File: src/rtl/cpu_pkg.sv
// Shared encodings for the datapath controller: opcode/op values, FSM state
// encoding and instruction-register field positions.
package cpu_pkg;

    localparam logic [2:0] OPC_MOV = 3'b110;
    localparam logic [2:0] OPC_ALU = 3'b101;

    localparam logic [1:0] OP_MOVI = 2'b10;
    localparam logic [1:0] OP_MOVR = 2'b00;
    localparam logic [1:0] OP_ADD  = 2'b00;
    localparam logic [1:0] OP_CMP  = 2'b01;
    localparam logic [1:0] OP_AND  = 2'b10;
    localparam logic [1:0] OP_MVN  = 2'b11;

    typedef enum logic [2:0] {
        S_WAIT   = 3'd0,
        S_DECODE = 3'd1,
        S_GET_A  = 3'd2,
        S_GET_B  = 3'd3,
        S_EXEC   = 3'd4,
        S_WR_REG = 3'd5,
        S_WR_IMM = 3'd6
    } state_e;

    localparam int IR_OPC_LSB = 13;
    localparam int IR_OP_LSB  = 11;
    localparam int IR_RN_LSB  = 8;
    localparam int IR_RD_LSB  = 5;
    localparam int IR_SH_LSB  = 3;
    localparam int IR_RM_LSB  = 0;
    localparam int IR_IMM_W   = 8;

endpackage

File: src/rtl/instr_decoder.sv
// Combinational field extraction and instruction classification for the IR.
module instr_decoder
    import cpu_pkg::*;
(
    input  logic [15:0] ir,
    output logic [2:0]  rn,
    output logic [2:0]  rd,
    output logic [2:0]  rm,
    output logic [1:0]  sh,
    output logic [1:0]  op,
    output logic [15:0] sximm8,
    output logic        is_movi,
    output logic        is_movr,
    output logic        is_alu,
    output logic        is_cmp,
    output logic        is_mvn
);
    logic [2:0] opcode;

    assign opcode = ir[IR_OPC_LSB +: 3];
    assign op     = ir[IR_OP_LSB  +: 2];
    assign rn     = ir[IR_RN_LSB  +: 3];
    assign rd     = ir[IR_RD_LSB  +: 3];
    assign sh     = ir[IR_SH_LSB  +: 2];
    assign rm     = ir[IR_RM_LSB  +: 3];
    assign sximm8 = {{(16-IR_IMM_W){ir[IR_IMM_W-1]}}, ir[IR_IMM_W-1:0]};

    // is_alu covers only the two-source ops (ADD/AND) that need the A operand
    assign is_movi = (opcode == OPC_MOV) && (op == OP_MOVI);
    assign is_movr = (opcode == OPC_MOV) && (op == OP_MOVR);
    assign is_alu  = (opcode == OPC_ALU) && ((op == OP_ADD) || (op == OP_AND));
    assign is_cmp  = (opcode == OPC_ALU) && (op == OP_CMP);
    assign is_mvn  = (opcode == OPC_ALU) && (op == OP_MVN);

endmodule

File: src/rtl/datapath_ctrl.sv
// Instruction register plus Moore sequencer driving the datapath controls.
// Outputs decode from the state register, so an async reset clears them at once.
module datapath_ctrl
    import cpu_pkg::*;
(
    input  logic        clk,
    input  logic        reset_n,
    input  logic [15:0] in,
    input  logic        load,
    input  logic        s,
    output logic        w,
    output logic [15:0] sximm8,
    output logic        vsel,
    output logic        write,
    output logic        loada,
    output logic        loadb,
    output logic        loadc,
    output logic        loads,
    output logic        asel,
    output logic        bsel,
    output logic [2:0]  readnum,
    output logic [2:0]  writenum,
    output logic [1:0]  shift,
    output logic [1:0]  ALUop
);
    logic [15:0] ir_q, ir_d;
    state_e      state_q, state_d;

    logic [2:0] rn, rd, rm;
    logic [1:0] sh, op;
    logic       is_movi, is_movr, is_alu, is_cmp, is_mvn;

    instr_decoder u_dec (
        .ir      (ir_q),
        .rn      (rn),
        .rd      (rd),
        .rm      (rm),
        .sh      (sh),
        .op      (op),
        .sximm8  (sximm8),
        .is_movi (is_movi),
        .is_movr (is_movr),
        .is_alu  (is_alu),
        .is_cmp  (is_cmp),
        .is_mvn  (is_mvn)
    );

    always_comb begin
        ir_d = ir_q;
        if (state_q == S_WAIT && load)
            ir_d = in;
    end

    always_comb begin
        state_d = state_q;
        case (state_q)
            S_WAIT:   if (s) state_d = S_DECODE;
            S_DECODE: begin
                if (is_movi)                state_d = S_WR_IMM;
                else if (is_movr || is_mvn) state_d = S_GET_B;
                else if (is_alu || is_cmp)  state_d = S_GET_A;
                else                        state_d = S_WAIT;
            end
            S_GET_A:  state_d = S_GET_B;
            S_GET_B:  state_d = S_EXEC;
            S_EXEC:   state_d = is_cmp ? S_WAIT : S_WR_REG;
            S_WR_REG: state_d = S_WAIT;
            S_WR_IMM: state_d = S_WAIT;
            default:  state_d = S_WAIT;
        endcase
    end

    always_ff @(posedge clk or negedge reset_n) begin
        if (!reset_n) begin
            ir_q    <= '0;
            state_q <= S_WAIT;
        end else begin
            ir_q    <= ir_d;
            state_q <= state_d;
        end
    end

    always_comb begin
        w        = 1'b0;
        vsel     = 1'b0;
        write    = 1'b0;
        loada    = 1'b0;
        loadb    = 1'b0;
        loadc    = 1'b0;
        loads    = 1'b0;
        asel     = 1'b0;
        bsel     = 1'b0;
        readnum  = rm;
        writenum = rd;
        shift    = 2'b00;
        ALUop    = 2'b00;
        case (state_q)
            S_WAIT:  w = 1'b1;
            S_GET_A: begin
                readnum = rn;
                loada   = 1'b1;
            end
            S_GET_B: begin
                readnum = rm;
                loadb   = 1'b1;
            end
            S_EXEC: begin
                shift = sh;
                // MOV-reg and MVN zero the A operand; MOV-reg passes B through an add
                asel  = is_movr || is_mvn;
                ALUop = is_movr ? 2'b00 : op;
                loadc = !is_cmp;
                loads = is_cmp;
            end
            S_WR_REG: begin
                writenum = rd;
                write    = 1'b1;
            end
            S_WR_IMM: begin
                vsel     = 1'b1;
                writenum = rn;
                write    = 1'b1;
            end
            default: ;
        endcase
    end

endmodule

File: config.mk
export PLATFORM = sky130hd
export DESIGN_NAME = datapath_ctrl
export DESIGN_NICKNAME = d
export VERILOG_FILES = /design/src/rtl/cpu_pkg.sv /design/src/rtl/instr_decoder.sv /design/src/rtl/datapath_ctrl.sv
export SDC_FILE = /design/constraint.sdc
export NUM_CORES = 1
export LEC_CHECK = 0
export BUFFER_PORTS_ARGS = -buffer_cell sky130_fd_sc_hd__buf_2
export CAP_MARGIN = 20
export CORE_MARGIN = 5
export CORE_UTILIZATION = 45
export DETAILED_ROUTE_END_ITERATION = 8
export MAX_ROUTING_LAYER = met4
export PLACE_DENSITY_LB_ADDON = 0.12
export REMOVE_ABC_BUFFERS = 1
export SLEW_MARGIN = 15
export SYNTH_ARGS = -nofsm -noshare
export SYNTH_HDL_FRONTEND = slang
export SYNTH_HIERARCHICAL = 1
export SYNTH_SLANG_ARGS = --single-unit
File: constraint.sdc
create_clock -name clk -period 2.5 [get_ports clk]
set_clock_uncertainty 0.1 [all_clocks]
set_input_delay 0.5 -clock clk [delete_from_list [all_inputs] [get_ports clk]]
set_output_delay 0.5 -clock clk [all_outputs]
set_load 0.02 [all_outputs]
* Word level (Yosys, flattened, before mapping) *
Index checks and enable logic that the tools add are counted.

operators by class
  equal/unequal tests = 12
  mux-type cells = 19
  reduce and logical (&&, ||, !) cells = 13

operators with widths
  kind                                            count
  == test 3 bit (second input constant)           5
  two-way mux 3 bit                               5
  one-hot mux 3 bit (5 select lines)              1
  two-way mux 2 bit                               5
  two-way mux 1 bit                               8
  == test 3 x 2 -> 1 bit (second input constant)  2
  logical AND 1 bit                               6
  == test 2 bit (second input constant)           2
  == test 3 x 1 -> 1 bit (second input constant)  1
  logical NOT 3 bit                               1
  logical OR 1 bit                                3
  == test 2 x 1 -> 1 bit (second input constant)  1
  logical NOT 2 bit                               1
  != test 2 bit (second input constant)           1
  OR reduction 2 bit                              1
  logical NOT 1 bit                               1

word-level totals
  register bits after elaboration = 19
  bits of input ports = 20
  output and inout bits = 35

* Logic depth before layout (Yosys ltp) *
  depth after elaboration = 8
  depth in mapped cells = 6

* Hierarchy *
The synthesis kept the hierarchy.

by module, submodules not included
  module         instances  cells an instance  area each (µm²)
  datapath_ctrl  1          76                 999.7
  instr_decoder  1          37                 277.8

* Least setup slack after synthesis *
OpenSTA, ideal clock, no wires.

  path type = register to output
  start = reg state_q[0]
  end = out readnum[0]
  arrival = 1.461 ns
  required time = 1.900 ns
  slack = 0.439 ns
  cell stages (with the launch flop) = 4
  cell sequence = dfrtp_1 nand2b_1 nor2_1 mux2_2

between the ends
  cells in the longest elaborated chain, start to end = 2

RTL lines
  element                 line                 source
  start, declared         datapath_ctrl.sv:27  state_e state_q, state_d;
  start signal, assigned  datapath_ctrl.sv:79  state_q <= state_d;
  == test 3 x 2 -> 1 bit  datapath_ctrl.sv:97  case (state_q)
  two-way mux 3 bit       datapath_ctrl.sv:97
  end, declared           datapath_ctrl.sv:21  output logic [2:0] readnum,

No other way between the ends.

* Worst setup path in the final report *
  start = reg state_q[1]
  end = out readnum[2]

The elaborated chain is that of the path after synthesis.

==> flow_summary_export.csv <==
group,metric,value,unit
run_status,status,"complete, no violations",
critical_path,critPathKind,"register to output pin",
pwr,powerDensity,1390,mW/mm^2
logic_synthesis,synth_most_common_cell,"buf_4",
final_layout,final_util,0.488,
final_layout,fin_nets,157,
die,ios,55,
logic_synthesis,synth-main-ff-cell,"dfrtp_1",
logic_synthesis,synth_top_area_frac,0.372,
drt,antenna_left,0,
grt,grt_pass1_wl,4020,um
drt,drt-vias-per-instance,4.98,
clocking,path_clk_slew,0.11,ns
critical_path,crit_fanout,10,
sta,max_freq,0.438,GHz
grt,antenna_found_initial,0,
sta,finalSetupViolations,0,
die,rows,19,
sta,drv_slew,0,
clocking,clock-root-buffer,"clkbuf_4",
critical_path,cp.arrival,1.68,ns
sta,tns,0,ns
sta,hold_violations,0,
critical_path,critPathCaptureType,"output pin",
drt,dr.pass1.iters,3,
logic_synthesis,synth-edff-count,0,
clocking,clk_latency,0.29,ns
critical_path,cp.required,1.90,ns
logic_synthesis,yosysWarnings,6,
logic_synthesis,synth.largest_area_cell,"dfrtp_1",
die,dieArea,0.00400,mm^2
pwr,p_leak,0.692,nW
final_layout,num_antenna_cells,0,
pwr,vdd_drop_max,0.840,mV
logic_synthesis,syn_inst,113,
sta,fin_crit_sh,0.913,
logic_synthesis,netlist_area,0.00128,mm^2
drt,drt_iter0_markers,11,
die,fp.dieW,63.3,um
logic_synthesis,synth_cell_types,30,
place,gp_congestion,0.804,
drt,vias,832,
grt,grt_pass1_vias,848,
logic_synthesis,synth_commonest_cells,"buf_4 (30), dfrtp_1 (19), mux2_2 (12)",
hold_path,hold_path.class,"input port to asynchronous set/reset pin",
final_layout,fillCellCount,279,
run,maxCapViolations,0,
grt,grt_max_degree,20,
place,hpwl,1860,um
logic_synthesis,ys_top_cells_by_area,"dfrtp_1 (37%), buf_4 (18%), mux2_4 (12%), mux2_2 (11%), nor2_1 (2.4%)",
critical_path,slowest_delay,0.53,ns
place,port-buffer-count,53,
logic_synthesis,synthArstFlopShare,1.00,
pwr,power,1.86,mW
drt,drcViolationCount,0,
critical_path,critical-path-slowest-cell,"dfrtp_1",
final_layout,drive_above_1_share,0.625,
drt,wl_per_cell,14.1,um
sta,period_minus_slack,2.28,ns
grt,grt.total_usage,0.128,
critical_path,startpoint_type,"register",
die,die_y,63.3,um
clocking,clock_sinks,19,
final_layout,area_delta_synth_final,4.51,%
clocking,cts_max_level,1,
die,start_util,0.467,
drt,drt-total-wl,2360,um
logic_synthesis,seq_area_frac_synth,0.372,
die,core,0.00273,mm^2
clocking,cts.path.max_buffers,2,
clocking,cts_buffers,3,
logic_synthesis,ys_seq_elements,19,
critical_path,path_cells,"nand2b_1 -> nor2_2 -> mux2_2 -> buf_2",
grt,overflow,0,
logic_synthesis,syn-mean-instance-area,11.3,um^2
sta,rsz0062_at_grt,"no",
clocking,tritoncts,"built",
power by group:
part	internal [mW]	total [mW]	switching [mW]
sequential	0.462	0.638	0.176
clock	0.0621	0.153	0.0910
combinational	0.498	1.07	0.572
layer usage:
layer,up-vias,track usage,part of all wire
met1,397,0.166,0.46
met3,2,0.0355,0.084
met2,35,0.188,0.45
met4,0,0.0545,0.0055
met5,-,-,0
li1,398,-,-
state kept, by name (all words and copies together), names as in the netlist:
register / cells
ir_q: 16
state_q: 3
layout make-up:
cell class,count,area (um^2),area share
tap,31,38.8,0.0291
inverter,3,11.3,0.00843
multi-input combinational,57,518,0.388
clock buffer,4,26.3,0.0197
timing repair buffer,53,265,0.199
sequential,19,475,0.356
critical path, delay by kind of cell, from the launching register on:
kind | cells | cell delay, ns
DFF | 1 | 0.53
buffers and inverters | 1 | 0.16
and+or+nand+nor | 2 | 0.34
muxes | 1 | 0.36
cells by family (layout without fill, tap and decap cells):
family,Yosys count,count (layout),share of synthesized area
AOI/OAI and AO/OA,7,7,0.0372
and+or+nand+nor,27,27,0.140
DFF,19,19,0.372
muxes,22,22,0.223
other,1,1,0.00294
buffers and inverters,37,60,0.224
cells in the final DEF (no fill, tap or decap), types with 2 or more instances in the layout:
| cell type | netlist | layout |
|---|---|---|
| and3_1 | 3 | 3 |
| nor2_1 | 8 | 7 |
| and4bb_2 | 2 | 2 |
| mux2_4 | 10 | 10 |
| buf_2 | 0 | 53 |
| nor3b_1 | 3 | 3 |
| dfrtp_1 | 19 | 19 |
| mux2_2 | 12 | 12 |
| nand2b_1 | 2 | 2 |
| inv_1 | 3 | 3 |
| and2_2 | 2 | 2 |
| clkbuf_4 | 0 | 3 |
per-stage QoR:
stage	std cells	hold WS (ns)	setup slack (ns)	cell area, um^2
floorplan	79	0.104	0.0814	1000
global placement	163	0.374	0.483	1310
detailed placement	163	0.365	0.462	1310
CTS	167	0.0285	0.111	1330
global route	167	0.0350	0.0385	1340
finish	167	0.0263	0.217	1340
final timing paths:
path,startpoint,to,slack [ns],depth (start not counted)
worst max register to register,state_q[2],ir_q[6],0.83,3
min in group clk,in[1],ir_q[1],0.32,2
worst min-delay path,reset_n,ir_q[9],0.03,1
max in group asynchronous,reset_n,ir_q[13],1.97,1
worst min register to register,ir_q[4],ir_q[4],0.44,1
worst max-delay path,state_q[1],readnum[2],0.22,4
what timing repair did:
action,4_1_cts,5_1_grt
hold buffers,0,0
buffers inserted,0,0
resized for setup,0,1
endpoints found under the setup margin,0,3
(Power assumes the default switching activity.)
